**src/rtl/master_txn_queue.sv**
```systemverilog
// Transaction issue queue feeding a PCI bus-master Controller.
// Buffers pending transactions, sequences bursts and retires entries from snooped bus phases.
module master_txn_queue #(
    parameter int DEPTH   = 4,
    parameter int TIMEOUT = 16
) (
    input  logic        clk,
    input  logic        reset_add,
    input  logic        push,
    input  logic [1:0]  push_addr,
    input  logic        push_rd_wr,
    input  logic [3:0]  push_be,
    input  logic [31:0] push_data,
    input  logic [3:0]  push_len,
    output logic        full,
    output logic        empty,
    output logic        overflow,
    input  logic        gnt,
    input  logic        frame,
    input  logic        irdy,
    input  logic        trdy,
    input  logic [31:0] d,
    output logic [1:0]  address,
    output logic [3:0]  BE,
    output logic        force_req,
    output logic        rd_wr,
    output logic [31:0] data,
    output logic        burst,
    output logic [31:0] rdata,
    output logic        rdata_valid,
    output logic        done
);

    localparam int PW = (DEPTH > 1) ? $clog2(DEPTH) : 1;
    localparam int CW = PW + 1;
    localparam int TW = (TIMEOUT > 1) ? $clog2(TIMEOUT) : 1;

    typedef enum logic [2:0] {
        S_IDLE = 3'd0,
        S_REQ  = 3'd1,
        S_WAIT = 3'd2,
        S_ADDR = 3'd3,
        S_DATA = 3'd4
    } state_t;

    state_t state_r;
    state_t state_nxt_s;

    logic [1:0]    addr_mem_r [DEPTH];
    logic          rdwr_mem_r [DEPTH];
    logic [3:0]    be_mem_r   [DEPTH];
    logic [31:0]   data_mem_r [DEPTH];
    logic [3:0]    len_mem_r  [DEPTH];

    logic [PW-1:0] wr_ptr_r;
    logic [PW-1:0] rd_ptr_r;
    logic [CW-1:0] count_r;
    logic [3:0]    remaining_r;
    logic [TW-1:0] tcnt_r;
    logic          overflow_r;
    logic [31:0]   rdata_r;
    logic          rdata_valid_r;
    logic          done_r;

    logic          full_s;
    logic          empty_s;
    logic          phase_s;
    logic          retire_s;
    logic          push_ok_s;
    logic          timeout_s;

    assign full_s    = (count_r == CW'(DEPTH));
    assign empty_s   = (count_r == {CW{1'b0}});
    assign phase_s   = (state_r == S_DATA) && !irdy && !trdy;
    assign retire_s  = phase_s && (remaining_r == 4'd0);
    // A full queue can still take a push in the cycle its head retires.
    assign push_ok_s = push && (!full_s || retire_s);
    assign timeout_s = (tcnt_r == TW'(TIMEOUT - 1));

    assign full        = full_s;
    assign empty       = empty_s;
    assign overflow    = overflow_r;
    assign address     = empty_s ? 2'd0  : addr_mem_r[rd_ptr_r];
    assign BE          = empty_s ? 4'd0  : be_mem_r[rd_ptr_r];
    assign rd_wr       = empty_s ? 1'b0  : rdwr_mem_r[rd_ptr_r];
    assign data        = empty_s ? 32'd0 : data_mem_r[rd_ptr_r];
    assign force_req   = (state_r == S_REQ);
    assign burst       = ((state_r == S_WAIT) || (state_r == S_ADDR) || (state_r == S_DATA))
                         && (remaining_r != 4'd0);
    assign rdata       = rdata_r;
    assign rdata_valid = rdata_valid_r;
    assign done        = done_r;

    // Next-state logic for the request/transfer sequencer.
    always_comb begin
        state_nxt_s = state_r;
        case (state_r)
            S_IDLE: begin
                if (!empty_s) begin
                    state_nxt_s = S_REQ;
                end else begin
                    state_nxt_s = S_IDLE;
                end
            end
            S_REQ:  state_nxt_s = S_WAIT;
            S_WAIT: begin
                if (!gnt && !frame) begin
                    state_nxt_s = S_ADDR;
                end else if (timeout_s) begin
                    state_nxt_s = S_REQ;
                end else begin
                    state_nxt_s = S_WAIT;
                end
            end
            S_ADDR: state_nxt_s = S_DATA;
            S_DATA: begin
                if (retire_s) begin
                    state_nxt_s = S_IDLE;
                end else begin
                    state_nxt_s = S_DATA;
                end
            end
            default: state_nxt_s = S_IDLE;
        endcase
    end

    // Sequencer state, phase counting, grant timeout and bus-facing strobes.
    always_ff @(posedge clk) begin
        if (reset_add) begin
            state_r       <= S_IDLE;
            remaining_r   <= 4'd0;
            tcnt_r        <= {TW{1'b0}};
            rdata_r       <= 32'd0;
            rdata_valid_r <= 1'b0;
            done_r        <= 1'b0;
        end else begin
            state_r       <= state_nxt_s;
            rdata_valid_r <= phase_s && rdwr_mem_r[rd_ptr_r];
            done_r        <= retire_s;
            if (phase_s && rdwr_mem_r[rd_ptr_r]) begin
                rdata_r <= d;
            end
            if (state_r == S_REQ) begin
                remaining_r <= len_mem_r[rd_ptr_r];
            end else if (phase_s && (remaining_r != 4'd0)) begin
                remaining_r <= remaining_r - 4'd1;
            end
            if (state_r == S_REQ) begin
                tcnt_r <= {TW{1'b0}};
            end else if ((state_r == S_WAIT) && !timeout_s) begin
                tcnt_r <= tcnt_r + TW'(1);
            end
        end
    end

    // Circular-buffer pointers, occupancy and sticky overflow.
    always_ff @(posedge clk) begin
        if (reset_add) begin
            wr_ptr_r   <= {PW{1'b0}};
            rd_ptr_r   <= {PW{1'b0}};
            count_r    <= {CW{1'b0}};
            overflow_r <= 1'b0;
        end else begin
            if (push_ok_s) begin
                wr_ptr_r <= wr_ptr_r + PW'(1);
            end
            if (retire_s) begin
                rd_ptr_r <= rd_ptr_r + PW'(1);
            end
            case ({push_ok_s, retire_s})
                2'b10:   count_r <= count_r + CW'(1);
                2'b01:   count_r <= count_r - CW'(1);
                default: count_r <= count_r;
            endcase
            if (push && !push_ok_s) begin
                overflow_r <= 1'b1;
            end
        end
    end

    // Entry storage; contents are only meaningful while counted as occupied.
    always_ff @(posedge clk) begin
        if (push_ok_s) begin
            addr_mem_r[wr_ptr_r] <= push_addr;
            rdwr_mem_r[wr_ptr_r] <= push_rd_wr;
            be_mem_r[wr_ptr_r]   <= push_be;
            data_mem_r[wr_ptr_r] <= push_data;
            len_mem_r[wr_ptr_r]  <= push_len;
        end
    end

endmodule

```
**config.mk**
```make
export PLATFORM = sky130hd
export DESIGN_NAME = master_txn_queue
export DESIGN_NICKNAME = d
export VERILOG_FILES = /design/src/rtl/master_txn_queue.sv
export SDC_FILE = /design/constraint.sdc
export NUM_CORES = 1
export LEC_CHECK = 0
export CORE_MARGIN = 1
export CORE_UTILIZATION = 56
export DETAILED_ROUTE_END_ITERATION = 10
export PLACE_DENSITY_LB_ADDON = 0.3
export SLEW_MARGIN = 10
export SYNTH_ARGS = -nofsm -noshare
export SYNTH_HDL_FRONTEND = slang
export SYNTH_SLANG_ARGS = --single-unit
```
**constraint.sdc**
```tcl
create_clock -name clk -period 5.38 [get_ports clk]
set_input_delay 0.538 -clock clk [delete_from_list [all_inputs] [get_ports clk]]
set_output_delay 0.538 -clock clk [all_outputs]
set_load 0.02 [all_outputs]
```
Word-level counts from Yosys, hierarchy flattened:

Memories as Yosys holds them, arrays and structs flattened. A register that Yosys moved wholly into a read port is not among the register bits.
Cells that the tools add are included.

* input port bits: 82
* memories: 5
* output and inout bits: 78
* memory bits (writable): 172
* register bits after elaboration: 53

Memory list
* data_mem_r: words 4, width 32, read ports 1, clocked after Yosys merged registers in 1, wr ports 1, line 52 `logic [31:0] data_mem_r [DEPTH];`
* be_mem_r: words 4, width 4, read ports 1, clocked after Yosys merged registers in 1, wr ports 1, line 51 `logic [3:0] be_mem_r [DEPTH];`
* len_mem_r: words 4, width 4, read ports 1, clocked after Yosys merged registers in 1, wr ports 1, line 53 `logic [3:0] len_mem_r [DEPTH];`
* addr_mem_r: words 4, width 2, read ports 1, clocked after Yosys merged registers in 1, wr ports 1, line 49 `logic [1:0] addr_mem_r [DEPTH];`
* rdwr_mem_r: words 4, width 1, read ports 1, clocked after Yosys merged registers in 1, wr ports 1, line 50 `logic rdwr_mem_r [DEPTH];`

* multiplexer cells: 24
* reductions and logical operators: 27
* eq/ne operators: 8
* add/subtract/negate cells: 6

Operators by type and width (number)
* 32-bit 2-to-1 mux: 1
* 2-bit 2-to-1 mux: 13
* 3-bit one-hot mux with 5 select lines: 1
* 4-bit 2-to-1 mux: 3
* 1-bit logical AND: 10
* 1-bit logical NOT: 7
* 3-bit by 2-bit == test with 1-bit output, second input constant: 2
* 3-bit == test, second input constant: 2
* 3-bit logical NOT: 2
* 3-bit one-hot mux with 2 select lines: 1
* 2-bit by 1-bit adder with 2-bit output, second input constant: 2
* 4-bit by 1-bit adder with 4-bit output, second input constant: 1
* 4-bit == test, second input constant: 1
* 4-bit logical NOT: 1
* 1-bit 2-to-1 mux: 4
* 2-bit nonzero test: 2
* 4-bit nonzero test: 1
* 4-bit by 1-bit subtractor with 4-bit output, second input constant: 1
* 3-bit by 1-bit adder with 3-bit output, second input constant: 1
* 3-bit by 1-bit == test with 1-bit output, second input constant: 1
* 1-bit logical OR: 3
* 3-bit 2-to-1 mux: 1
* 3-bit by 1-bit subtractor with 3-bit output, second input constant: 1
* 2-bit by 1-bit == test with 1-bit output, second input constant: 1
* 2 further kinds: 2

Logic depth before layout (Yosys ltp):

* depth after elaboration: 8
* depth in mapped cells: 7

Least setup slack after synthesis:

OpenSTA, ideal clock, no wires.

* path kind: in2reg
* start: input irdy
* end: memory addr_mem_r[0][0] (enable)
* arrival: 2.332 ns
* setup time: 0.405 ns
* stages on the path: 4
* path buffers: 0
* setup slack: 2.644 ns
* cell sequence: nor4_2 nand4_2 a21oi_2 and2_1

* longest elaborated chain between the ends: 8

RTL lines
* start, declared: line 20 `input logic irdy,`
* 1-bit logical NOT: line 74 `assign phase_s = (state_r == S_DATA) && !irdy && !trdy;`
* 1-bit logical AND (2 in a row): line 74
* 1-bit logical AND: line 75 `assign retire_s = phase_s && (remaining_r == 4'd0);`
* 1-bit logical OR: line 77 `assign push_ok_s = push && (!full_s || retire_s);`
* 1-bit logical AND: line 77
* 1-bit 2-to-1 mux: line 183 `if (push_ok_s) begin`
* 1-bit 2-to-1 mux (implied by the code): line 184 `addr_mem_r[wr_ptr_r] <= push_addr;`
* end, declared: line 49

Every way passes these cells.

Worst setup path in the final report:

* start: register count_r[2]
* end: output data[20]

* longest elaborated chain between the ends: 2

RTL lines
* start, declared: line 57 `logic [CW-1:0] count_r;`
* start signal, assigned: line 161 `count_r <= {CW{1'b0}};`
* start signal, assigned: line 171 `2'b10: count_r <= count_r + CW'(1);`
* start signal, assigned: line 172 `2'b01: count_r <= count_r - CW'(1);`
* 3-bit logical NOT: line 73 `assign empty_s = (count_r == {CW{1'b0}});`
* 32-bit 2-to-1 mux: line 86 `assign data = empty_s ? 32'd0 : data_mem_r[rd_ptr_r];`
* end, declared: line 27 `output logic [31:0] data,`

Every way passes these cells.

==> flow_metrics.env <==
export IMPL_outcome="complete, no violations"
export IMPL_combPwrFrac=0.095
export IMPL_cap_violations=0
export IMPL_die_x_um=127
export IMPL_p_int_mw=3.23
export IMPL_cellLeakagePower_nw=3.65
export IMPL_grt_use_total=0.221
export IMPL_syn_cell_area_um2=8810
export IMPL_hold_viol_final=0
export IMPL_routedWlPerCell_um=18.7
export IMPL_fin_skew_ns=0.0125
export IMPL_tightestPinTransition_ns=1.18
export IMPL_slowest_stage="nor3_2"
export IMPL_r2r_end="data_mem_r[0][17]"
export IMPL_synth_common_cells="172 x edfxtp_1, 69 x nand2_1, 55 x dfxtp_1"
export IMPL_wirelength_um=17500
export IMPL_place_congestion=0.736
export IMPL_yosys_most_used_dff="edfxtp_1"
export IMPL_io_pins=160
export IMPL_holdPathStages=2
export IMPL_crit_path_max_fanout=29
export IMPL_ys_warnings_count=0
export IMPL_worstReg2RegStart="state_r[1]"
export IMPL_fill_cells=909
export IMPL_synth_nets=641
export IMPL_min_period_ns=3.44
export IMPL_hp_start="rdata[17]"
export IMPL_switchingPower_uw=855
export IMPL_postSynthAreaPerCell_um2=16.0
export IMPL_synth_top_area_cell="edfxtp_1"
export IMPL_coreArea_um2=15300
export IMPL_first_iter_violations=358
export IMPL_cts_hold_buf=0
export IMPL_cp_top_family="buffers and inverters"
export IMPL_reg2reg_depth=4
export IMPL_portBuffers=159
export IMPL_rsz0062_at_grt="false"
export IMPL_clockBufferDepth=3
export IMPL_p_per_area_nw_per_um2=360
export IMPL_fin_crit_sh=0.639
export IMPL_synthTopCellsByArea="edfxtp_1 59%, dfxtp_1 12%, mux4_2 11%"
export IMPL_synth_seq_area_share=0.711
export IMPL_crit_type="register to output pin"
export IMPL_drive_gt1_frac=0.137
export IMPL_finalSetupTns_ns=0
export IMPL_grt_max_degree=57
export IMPL_cts_root_buf="clkbuf_16"
export IMPL_synth_edff_count=172
export IMPL_nets=796
export IMPL_worstPathRequired_ns=4.84
export IMPL_drt_first_pass_iters=4
export IMPL_path_cells="nor3_2 > buf_4 > nor2b_1 > clkdlybuf4s50_1"
export IMPL_setup_viol=0
export IMPL_via_per_inst=5.42
export IMPL_netSwitchingFraction=0.209
export IMPL_crit_cells=4
export IMPL_synthToLayoutAreaGrowth_pct=28.9
export IMPL_grt_pass1_vias=5311
export IMPL_worst_setup_path_end_kind="output pin"
export IMPL_hold_path_class="register to register"
export IMPL_vias=5054
export IMPL_drc=0
export IMPL_async_reset_ff_frac=0
export IMPL_grt_pass1_wl_um=27200
export IMPL_synth_most_common_cell="edfxtp_1"
export IMPL_critPathLaunchType="register"
export IMPL_num_antenna_cells=0
export IMPL_path_buf_inv=2
export IMPL_clkTransAtPathRegs_ns=0.06
export IMPL_ant_nets=0
export IMPL_slew_violations=0
export IMPL_insertion_delay_ns=0.50
export IMPL_cts_max_level=1
export IMPL_cts_tree="yes"
export IMPL_grt_overflow_total=0
export IMPL_p_clk_frac=0.416
export IMPL_synth_seq_cells=227
export IMPL_whs_ns=0.454
export IMPL_dieHeight_um=127
export IMPL_cts_made_buffers=22
export IMPL_synth_top_area_frac=0.586
export IMPL_vdd_drop_max_mv=0.307
export IMPL_dp_hpwl_um=10500
export IMPL_post_cts_setup_buffer_count=0
export IMPL_r2r_slack_ns=2.61
export IMPL_worstPathArrival_ns=2.90
export IMPL_die_area_um2=16200
export IMPL_relSlewSlack=0.212
export IMPL_synth_cell_type_count=43
export IMPL_sequentialPowerShare=0.488
export IMPL_cts_sinks=227
export IMPL_holdPathEnd="rdata[17]"
export IMPL_initial_core_util=0.577
export IMPL_row_count=45
export IMPL_cts_resized=0
export IMPL_cp_slowest_stage_delay_ns=0.83
export IMPL_synth_cells=551
export IMPL_fmax_mhz=291
export IMPL_antenna_found_initial=0
## cell families after synthesis
group                      share of synthesized area
and+or+nand+nor                                0.102
DFF                                            0.711
AOI/OAI and AO/OA                             0.0314
buffers and inverters                         0.0207
adders and majority gates                     0.0122
xor gates and xnor gates                     0.00696
muxes                                          0.116
## through the flow
| step | setup WS (ns) | power, mW | instances | util | cell area, um2 |
|---|---|---|---|---|---|
| detailed placement | 2.05 | 2.42 | 893 | 0.691 | 10500 |
| finish | 1.94 | 4.08 | 933 | 0.744 | 11400 |
| global placement | 2.15 | 2.40 | 893 | 0.691 | 10500 |
| floorplan | 2.64 | 2.22 | 551 | - | 8810 |
| CTS | 1.90 | 4.11 | 933 | 0.744 | 11400 |
| global route | 1.82 | 4.21 | 933 | 0.744 | 11400 |
## placed cells by master, fill, tap and decap left out, types with 2 or more instances in the layout
| master | instances |
|---|---|
| nand2_1 | 69 |
| nand2b_1 | 6 |
| bufinv_16 | 6 |
| buf_4 | 2 |
| clkbuf_16 | 23 |
| clkinv_1 | 3 |
| xor2_1 | 4 |
| or3b_1 | 2 |
| o21ai_0 | 3 |
| clkdlybuf4s50_1 | 158 |
| and3_1 | 2 |
| inv_1 | 8 |
| or2_2 | 2 |
| nor3b_1 | 3 |
| and2_2 | 4 |
| nand4_1 | 3 |
| mux2i_1 | 2 |
| dfxtp_1 | 53 |
| nand3_1 | 4 |
| clkbuf_1 | 3 |
| mux2_1 | 3 |
| a21oi_1 | 38 |
| clkinv_2 | 3 |
| edfxtp_1 | 172 |
| nor3_2 | 2 |
| ha_1 | 7 |
| nor2_1 | 21 |
| nor3_1 | 4 |
| nor2b_1 | 40 |
| mux4_2 | 43 |
| xnor2_1 | 3 |
| nor4_2 | 2 |
| a311oi_1 | 2 |
| a211oi_1 | 3 |
| nand3_2 | 2 |
## power by group through the flow
stage	Sequential (mW)	Combinational (mW)	Clock [mW]
4_1_cts	1.99	0.394	1.73
5_1_grt	2.00	0.418	1.80
3_3_place_gp	2.02	0.379	0
2_1_floorplan	2.02	0.201	0
6_report	1.99	0.389	1.70
3_5_place_dp	2.03	0.389	0
## worst max-delay path by stage
stage,from,end,slack [ns]
floorplan,irdy,addr_mem_r[0][0],2.64
CTS,register,data[1],1.90
detailed placement,irdy,data_mem_r[0][18],2.05
finish,count_r[2],data[20],1.94
global route,register,rd_wr,1.82
global placement,irdy,data_mem_r[0][18],2.15
## worst register-to-register path, cell delays in order (launching register included)
cell and delay [ns]:
dfxtp_1 0.42, nor4_2 0.34, nand4_2 0.24, a21oi_2 0.36, and2_2 1.00
## sequential cells by signal, summed over array words and instances, names as in the netlist, named ones only
signal	flops
rd_ptr_r	2
addr_mem_r	8
be_mem_r	16
count_r	3
data_mem_r	128
wr_ptr_r	2
rdwr_mem_r	4
rdata_valid	1
rdata	32
overflow	1
tcnt_r	4
state_r	3
remaining_r	4
len_mem_r	16
done	1
## metal layers
layer,global-route usage,vias to the layer above,share of wire
met4,0.0595,0,0.015
met3,0.0473,21,0.069
met2,0.391,172,0.50
met1,0.276,2496,0.41
met5,0,-,0
li1,-,2365,-
## area by class of cell
type                       instances  area, um2  area share
sequential                       227       6270       0.552
inverter                           9       33.8     0.00297
clock inverter                    13        214      0.0188
tap                              211        264      0.0232
multi-input combinational        285       2370       0.209
timing repair buffer             161       1600       0.141
clock buffer                      27        601      0.0529
Power figures use the tool's default switching activity.
